[src/rtl/plic_claim_agent_if.sv]
// Register-bus channel between the claim agent (master) and the PLIC port (slave).
interface plic_claim_agent_if;
  logic        valid;
  logic        write;
  logic [31:0] addr;
  logic [31:0] wdata;
  logic [3:0]  wstrb;
  logic        ready;
  logic [31:0] rdata;
  logic        error;

  modport master (output valid, write, addr, wdata, wstrb,
                  input  ready, rdata, error);
  modport slave  (input  valid, write, addr, wdata, wstrb,
                  output ready, rdata, error);
endinterface

[src/rtl/plic_claim_agent.sv]
// PLIC claim/complete initiator for one interrupt context.
// Optional PLIC_CLAIM_AGENT_STATS_EN adds claim/spurious/error counters.
module plic_claim_agent #(
  parameter int          N_SOURCE  = 30,
  parameter int          SRCW      = $clog2(N_SOURCE + 1),
  parameter logic [31:0] PLIC_BASE = 32'h0C00_0000,
  parameter int          CONTEXT   = 0,
  parameter int          HOLDOFF   = 64
) (
  input  logic              clk_i,
  input  logic              rst_ni,
  input  logic              eip_i,
  plic_claim_agent_if.master bus,
  output logic              irq_valid_o,
  output logic [SRCW-1:0]   irq_id_o,
  input  logic              irq_ready_i,
  input  logic              irq_done_i,
  output logic              busy_o,
  output logic              bus_err_o
`ifdef PLIC_CLAIM_AGENT_STATS_EN
  ,
  output logic [15:0]       claim_cnt_o,
  output logic [15:0]       spurious_cnt_o,
  output logic [15:0]       err_cnt_o
`endif
);

  // state     | meaning
  // S_IDLE    | waiting for eip_i with holdoff expired
  // S_CLAIM   | claim read outstanding
  // S_DISPATCH| ID offered to consumer
  // S_WAIT_DONE| consumer servicing the interrupt
  // S_COMPLETE| completion write outstanding
  typedef enum logic [2:0] {
    S_IDLE, S_CLAIM, S_DISPATCH, S_WAIT_DONE, S_COMPLETE
  } state_t;

  localparam logic [31:0] CLAIM_ADDR =
    PLIC_BASE + 32'h0020_0004 + 32'(CONTEXT) * 32'h0000_1000;

  state_t          state_q, state_d;
  logic [SRCW-1:0] id_q;
  logic [7:0]      hold_q;
  logic            err_q;

  logic id_load, hold_load, err_set, spur, claim_ok;
  logic is_spurious;

  assign is_spurious = (bus.rdata[SRCW-1:0] == '0) || (bus.rdata > 32'(N_SOURCE));

  always_comb begin
    state_d   = state_q;
    id_load   = 1'b0;
    hold_load = 1'b0;
    err_set   = 1'b0;
    spur      = 1'b0;
    claim_ok  = 1'b0;
    case (state_q)
      S_IDLE: begin
        if (eip_i && hold_q == 8'd0) state_d = S_CLAIM;
      end
      S_CLAIM: begin
        if (bus.ready) begin
          if (bus.error) begin
            err_set = 1'b1;
            state_d = S_IDLE;
          end else if (is_spurious) begin
            spur      = 1'b1;
            hold_load = 1'b1;
            state_d   = S_IDLE;
          end else begin
            claim_ok = 1'b1;
            id_load  = 1'b1;
            state_d  = S_DISPATCH;
          end
        end
      end
      S_DISPATCH: begin
        if (irq_ready_i) state_d = S_WAIT_DONE;
      end
      S_WAIT_DONE: begin
        if (irq_done_i) state_d = S_COMPLETE;
      end
      S_COMPLETE: begin
        if (bus.ready) begin
          // A failed completion is not retried; holdoff still guards the stale eip level.
          hold_load = 1'b1;
          err_set   = bus.error;
          state_d   = S_IDLE;
        end
      end
      default: state_d = S_IDLE;
    endcase
  end

  // Bus request is a pure function of the state register, so it is stable while waiting.
  assign bus.valid = (state_q == S_CLAIM) || (state_q == S_COMPLETE);
  assign bus.write = (state_q == S_COMPLETE);
  assign bus.addr  = bus.valid ? CLAIM_ADDR : 32'h0;
  assign bus.wdata = (state_q == S_COMPLETE) ? {{(32-SRCW){1'b0}}, id_q} : 32'h0;
  assign bus.wstrb = (state_q == S_COMPLETE) ? 4'hF : 4'h0;

  assign irq_valid_o = (state_q == S_DISPATCH);
  assign irq_id_o    = id_q;
  assign busy_o      = (state_q != S_IDLE);
  assign bus_err_o   = err_q;

  always_ff @(posedge clk_i) begin
    if (!rst_ni) begin
      state_q <= S_IDLE;
      id_q    <= '0;
      hold_q  <= 8'd0;
      err_q   <= 1'b0;
    end else begin
      state_q <= state_d;
      err_q   <= err_set;
      if (id_load) id_q <= bus.rdata[SRCW-1:0];
      if (hold_load)          hold_q <= 8'(HOLDOFF);
      else if (hold_q != 8'd0) hold_q <= hold_q - 8'd1;
    end
  end

`ifdef PLIC_CLAIM_AGENT_STATS_EN
  always_ff @(posedge clk_i) begin
    if (!rst_ni) begin
      claim_cnt_o    <= 16'h0;
      spurious_cnt_o <= 16'h0;
      err_cnt_o      <= 16'h0;
    end else begin
      if (claim_ok) claim_cnt_o    <= claim_cnt_o + 16'h1;
      if (spur)     spurious_cnt_o <= spurious_cnt_o + 16'h1;
      if (err_set)  err_cnt_o      <= err_cnt_o + 16'h1;
    end
  end
`endif

endmodule

[src/flat_wrapper.sv]
// flat-port wrapper written by rule: the top's interface ports become plain ports
module plic_claim_agent_flat 
#(
  parameter int          N_SOURCE  = 30,
  parameter int          SRCW      = $clog2(N_SOURCE + 1),
  parameter logic [31:0] PLIC_BASE = 32'h0C00_0000,
  parameter int          CONTEXT   = 0,
  parameter int          HOLDOFF   = 64
)
  (clk_i, rst_ni, eip_i, irq_valid_o, irq_id_o, irq_ready_i, irq_done_i, busy_o, bus_err_o, bus_valid, bus_write, bus_addr, bus_wdata, bus_wstrb, bus_ready, bus_rdata, bus_error);
  plic_claim_agent_if bus_i ();
  input  logic clk_i;
  input  logic rst_ni;
  input  logic eip_i;
  output logic irq_valid_o;
  output logic [SRCW-1:0] irq_id_o;
  input  logic irq_ready_i;
  input  logic irq_done_i;
  output logic busy_o;
  output logic bus_err_o;
  output wire logic [$bits(bus_i.valid)-1:0] bus_valid;
  output wire logic [$bits(bus_i.write)-1:0] bus_write;
  output wire logic [$bits(bus_i.addr)-1:0] bus_addr;
  output wire logic [$bits(bus_i.wdata)-1:0] bus_wdata;
  output wire logic [$bits(bus_i.wstrb)-1:0] bus_wstrb;
  input wire logic [$bits(bus_i.ready)-1:0] bus_ready;
  input wire logic [$bits(bus_i.rdata)-1:0] bus_rdata;
  input wire logic [$bits(bus_i.error)-1:0] bus_error;
  assign bus_valid = bus_i.valid;
  assign bus_write = bus_i.write;
  assign bus_addr = bus_i.addr;
  assign bus_wdata = bus_i.wdata;
  assign bus_wstrb = bus_i.wstrb;
  assign bus_i.ready = bus_ready;
  assign bus_i.rdata = bus_rdata;
  assign bus_i.error = bus_error;
  plic_claim_agent #(.N_SOURCE(N_SOURCE), .SRCW(SRCW), .PLIC_BASE(PLIC_BASE), .CONTEXT(CONTEXT), .HOLDOFF(HOLDOFF)) u_core (.clk_i(clk_i), .rst_ni(rst_ni), .eip_i(eip_i), .bus(bus_i), .irq_valid_o(irq_valid_o), .irq_id_o(irq_id_o), .irq_ready_i(irq_ready_i), .irq_done_i(irq_done_i), .busy_o(busy_o), .bus_err_o(bus_err_o));
endmodule
[config.mk]
export PLATFORM = sky130hd
export DESIGN_NAME = plic_claim_agent_flat
export DESIGN_NICKNAME = d
export VERILOG_FILES = /design/src/rtl/plic_claim_agent_if.sv /design/src/rtl/plic_claim_agent.sv /design/src/flat_wrapper.sv
export SDC_FILE = /design/constraint.sdc
export NUM_CORES = 1
export LEC_CHECK = 0
export CAP_MARGIN = 20
export CORE_MARGIN = 8
export CORE_UTILIZATION = 36
export DETAILED_ROUTE_END_ITERATION = 8
export PLACE_DENSITY = 0.93
export SLEW_MARGIN = 15
export SYNTH_ARGS = -nofsm -noshare
export SYNTH_HDL_FRONTEND = slang
export SYNTH_SLANG_ARGS = --single-unit
[constraint.sdc]
create_clock -name clk_i -period 3.4 [get_ports clk_i]
set_input_delay 1.02 -clock clk_i [delete_from_list [all_inputs] [get_ports clk_i]]
set_output_delay 1.02 -clock clk_i [all_outputs]
set_load 0.01 [all_outputs]
After elaboration in Yosys (flattened, before gate mapping)
Cells that the tools add are included.

operators by class
  reduce and logical (&&, ||, !) cells = 11
  $lt $le $gt $ge = 1
  bitwise operators = 1
  equal/unequal tests = 9
  muxes and demuxes = 26
  add/subtract/negate cells = 1

operators with widths
  kind                 count
  $gt 32x5->1 const B  1
  $mux 28              1
  $mux 3               6
  $pmux 3 s5           1
  $mux 7               2
  $mux 1               11
  $logic_not 8->1      1
  $reduce_bool 8->1    1
  $sub 8x1->8 const B  1
  $eq 3x2->1 const B   2
  $ne 2x1->1 const B   3
  $logic_not 5->1      1
  $mux 5               1
  $reduce_and 5->1     1
  $mux 4               1
  $ne 2x2->1 const B   2
  $pmux 1 s2           2
  $eq 3x1->1 const B   1
  $eq 3x3->1 const B   1
  $logic_not 3->1      1
  $reduce_bool 3->1    1
  $logic_or 1x1->1     2
  $mux 2               1
  $reduce_bool 2->1    1
  3 further kinds      3

word-level totals
  bits of input ports = 39
  register bits after elaboration = 17
  output and inout port bits = 78

Longest topological paths before layout
  depth after elaboration = 7
  depth in mapped cells = 7
  depth with buffers taken out = 6

Least setup slack after synthesis
OpenSTA, ideal clock, no wires.

  path type = input to register
  from = input port bus_rdata[15]
  to = register u_core.hold_q[4]
  data required time = 3.305 ns
  arrival time = 2.350 ns
  path slack = 0.954 ns
  stages = 5
  path buffers = 1
  cells stage by stage = nor4_2 > nand3_2 > or4_4 > buf_6 > a221oi_1

on the way
  word-level cells in the longest chain between the ends = 7

RTL lines
  item                              RTL line                 RTL
  start: declaration                flat_wrapper.sv:27       input wire logic [$bits(bus_i.rdata)-1:0] bus_rdata;
  $gt 32x5->1                       plic_claim_agent.sv:49   assign is_spurious = (bus.rdata[SRCW-1:0] == '0) || (bus.rdata > 32'(N_SOURCE));
  $logic_or 1x1->1                  plic_claim_agent.sv:49
  $mux 1                            plic_claim_agent.sv:67   end else if (is_spurious) begin
  $mux 1                            plic_claim_agent.sv:64   if (bus.error) begin
  $mux 1                            plic_claim_agent.sv:63   if (bus.ready) begin
  $pmux 1 s2                        plic_claim_agent.sv:58   case (state_q)
  $reduce_or 2->1 (no source line)  -
  end signal: assignment            plic_claim_agent.sv:118  if (hold_load) hold_q <= 8'(HOLDOFF);
  end signal: assignment            plic_claim_agent.sv:119  else if (hold_q != 8'd0) hold_q <= hold_q - 8'd1;
  end: declaration                  plic_claim_agent.sv:43   logic [7:0] hold_q;

Every way passes these cells.
A chain may end at the register's enable or synchronous reset.

Worst setup path in the final report
  from = register u_core.state_q[0]
  to = output port bus_wdata[4]

on the way
  word-level cells in the longest chain between the ends = 2

RTL lines
  item                      RTL line                 RTL
  start: declaration        plic_claim_agent.sv:41   state_t state_q, state_d;
  start signal: assignment  plic_claim_agent.sv:115  state_q <= state_d;
  $eq 3x3->1                plic_claim_agent.sv:100  assign bus.wdata = (state_q == S_COMPLETE) ? {{(32-SRCW){1'b0}}, id_q} : 32'h0;
  $mux 5                    plic_claim_agent.sv:100
  end: declaration          flat_wrapper.sv:24       output wire logic [$bits(bus_i.wdata)-1:0] bus_wdata;

Every way passes these cells.

==> impl_metrics.env <==
export IMPL_drive_gt1_frac=0.05195
export IMPL_slew_violations=0
export IMPL_critPathLaunchType="flip-flop"
export IMPL_placedCellCount=277
export IMPL_cp_max_fo=12
export IMPL_hold_ws_ns=0.4723
export IMPL_path_delay_family="simple AND/OR/NAND/NOR gates"
export IMPL_antenna_found_initial=0
export IMPL_cts_hold_buf=0
export IMPL_die_h_um=80.23
export IMPL_grt_pass1_vias=1313
export IMPL_worstMarginPinSlew_ns=0.6988
export IMPL_clk_latency_ns=0.26
export IMPL_drc=0
export IMPL_grt_usage=0.1079
export IMPL_synth_distinct_cells=38
export IMPL_vias_per_cell=4.520
export IMPL_grt_max_degree=17
export IMPL_cp_slowest_stage_delay_ns=0.55
export IMPL_ys_seq_area_frac=0.2291
export IMPL_avgSynthCellArea_um2=8.297
export IMPL_wl_um=3735
export IMPL_drtIter0Drc=68
export IMPL_start_util=0.3713
export IMPL_maxCapViolCount=0
export IMPL_dp_hpwl_um=3252
export IMPL_wl_per_cell_um=13.29
export IMPL_max_slew_margin=0.5341
export IMPL_power_density_nw_per_um2=430.1
export IMPL_postCtsResizedCells=0
export IMPL_ys_warn_count=0
export IMPL_vdd_drop_max_v=0.0001655
export IMPL_finalSetupTns_ns=0
export IMPL_ys_ff_latch=17
export IMPL_io_pins=117
export IMPL_synth_enable_flop_cells=0
export IMPL_synth_cells=179
export IMPL_finalNonFillerCells=281
export IMPL_path_clk_slew_ns=0.07
export IMPL_cts_tree="built"
export IMPL_post_route_period_util=0.9207
export IMPL_p_leak_nw=0.7657
export IMPL_end_kind="output port"
export IMPL_cts_sinks=17
export IMPL_synth_main_ff_cell="dfxtp_1"
export IMPL_grt_pass1_wl_um=5644
export IMPL_area_growth_pct=28.73
export IMPL_pre_cts_ws_ns=0.3993
export IMPL_diodes=0
export IMPL_regArea_um2=340.3
export IMPL_finalCriticalPeriod_ns=3.130
export IMPL_path_cells="nand2b_1 -> nor2_1 -> and2_1 -> clkdlybuf4s50_1"
export IMPL_drtPass1Iterations=4
export IMPL_rsz0062_at_grt="no"
export IMPL_htreeDepth=1
export IMPL_gr_total_overflow=0
export IMPL_fin_ws_ns=0.2697
export IMPL_setup_viol=0
export IMPL_hold_violations=0
export IMPL_fp_coreArea_um2=4000
export IMPL_worstHoldPathType="flip-flop to flip-flop"
export IMPL_cts_root_buf="clkbuf_8"
export IMPL_fillCellCount=384
export IMPL_worstPathRequired_ns=2.38
export IMPL_syn_area_um2=1485
export IMPL_row_count=23
export IMPL_ant_nets=0
export IMPL_io_buffers=61
export IMPL_timing_worst_setup_path_type="flip-flop to output port"
export IMPL_fin_nets=272
export IMPL_vias=1270
export IMPL_cts_buffer_depth=2
export IMPL_max_freq_ghz=0.3195
export IMPL_crit_arrival_ns=2.11
export IMPL_path_buf_inv=1
export IMPL_status="complete, no violations"
export IMPL_async_reset_ff_frac=0
export IMPL_gp_congestion=0.7859
export IMPL_post_cts_buffers=0
export IMPL_die_area_um2=6437
export IMPL_multi_input_area_um2=833.3
export IMPL_finalClockSkew_ns=0.002897
export IMPL_crit_slowest_cell="clkdlybuf4s50_1"
export IMPL_die_x_um=80.23
export IMPL_cts_buffers=3
cells by family after synthesis:
group | count (synthesis) | synth area share
compound gates | 22 | 0.1070
xor+xnor | 3 | 0.01769
fa+ha+maj | 1 | 0.008423
buf+inv | 72 | 0.3462
flops | 17 | 0.2292
mux | 6 | 0.04044
other cells | 1 | 0.002525
simple gates | 57 | 0.2485
through the flow:
step	total power, W	util	area, um2
after global placement	0.0006530	0.4664	1866
after detailed placement	0.0006671	0.4664	1866
final	0.0008223	0.4779	1912
after global routing	0.0008769	0.4779	1912
after floorplan	0.0006015	-	1688
after CTS	0.0008230	0.4779	1912
cell usage after synthesis, drive strengths merged, types with 2 or more instances:
library cell / instances / area (um2)
a211oi: 6 / 45.04
buf: 64 / 484.2
dfxtp: 17 / 340.3
nand3b: 2 / 15.01
o21ai: 3 / 15.01
xnor2: 3 / 26.28
nor2: 4 / 15.01
nand2b: 4 / 25.02
or4: 3 / 26.27
or3: 3 / 18.77
nand2: 15 / 56.30
a221oi: 3 / 32.53
and2: 6 / 37.54
nor4: 9 / 92.59
clkbuf: 3 / 11.26
nor3: 2 / 10.01
o31ai: 2 / 15.01
inv: 5 / 18.77
nand4: 2 / 12.51
mux2i: 6 / 60.06
a21oi: 4 / 20.02
o21a: 2 / 15.01
registers in the layout, summed over array words and instances, names as in the netlist:
register	count
u_core.hold_q	8
u_core.irq_id_o	5
u_core.state_q	3
u_core.bus_err_o	1
tightest hold or removal path, stage by stage, from the launching register on:
cell     delay [ns]
dfxtp_1        0.32
nand2_1        0.05
mux2i_1        0.05
where the power goes:
part | switching, W | internal (W)
logic | 0.000190 | 0.000190
clock network | 0.0000746 | 0.0000817
registers | 0.0000428 | 0.000243
total | 0.000307 | 0.000515
layer usage:
metal	wire (um)	share of wire	up-vias	track usage
met5	0	0	-	0
met2	1764	0.47	81	0.1892
met3	352	0.094	9	0.03683
met1	1508	0.40	576	0.1114
li1	-	-	604	-
met4	110	0.029	0	0.05455
worst paths after layout:
check | startpoint | slack, ns | cells after the start | endpoint
hold / removal | u_core.irq_id_o[3] | 0.47 | 2 | u_core.irq_id_o[3]
setup / recovery | u_core.state_q[0] | 0.27 | 4 | bus_wdata[4]
setup reg to reg | u_core.hold_q[0] | 1.44 | 6 | u_core.hold_q[0]
hold reg to reg | u_core.irq_id_o[3] | 0.47 | 2 | u_core.irq_id_o[3]
area by class of cell:
cell class	instances	area share
flip-flops and latches	17	0.1780
clock buffers	3	0.02160
clock inverters	1	0.002618
repair buffers	61	0.3194
multi-input cells	144	0.4359
well taps	50	0.03272
inverters	5	0.009817
layout by cell type (no fill, tap or decap), types with 2 or more instances in the layout:
master / synthesis / routed
a21oi_1: 4 / 4
nor3_1: 2 / 2
clkbuf_8: 0 / 3
nor2_1: 4 / 4
a211oi_1: 6 / 6
and2_1: 6 / 6
conb_1: 1 / 55
nand2_1: 15 / 15
xnor2_1: 3 / 3
clkdlybuf4s50_1: 0 / 61
nor4_1: 6 / 6
o21ai_0: 3 / 3
o31ai_1: 2 / 2
nand2b_1: 4 / 4
inv_1: 5 / 5
mux2i_1: 6 / 6
a221oi_1: 2 / 2
nor4_4: 2 / 2
o21a_1: 2 / 2
dfxtp_1: 17 / 17
or4_1: 2 / 2
nand4_1: 2 / 2
nand3b_1: 2 / 2
or3_1: 3 / 3
Power figures use the tool's default switching activity.
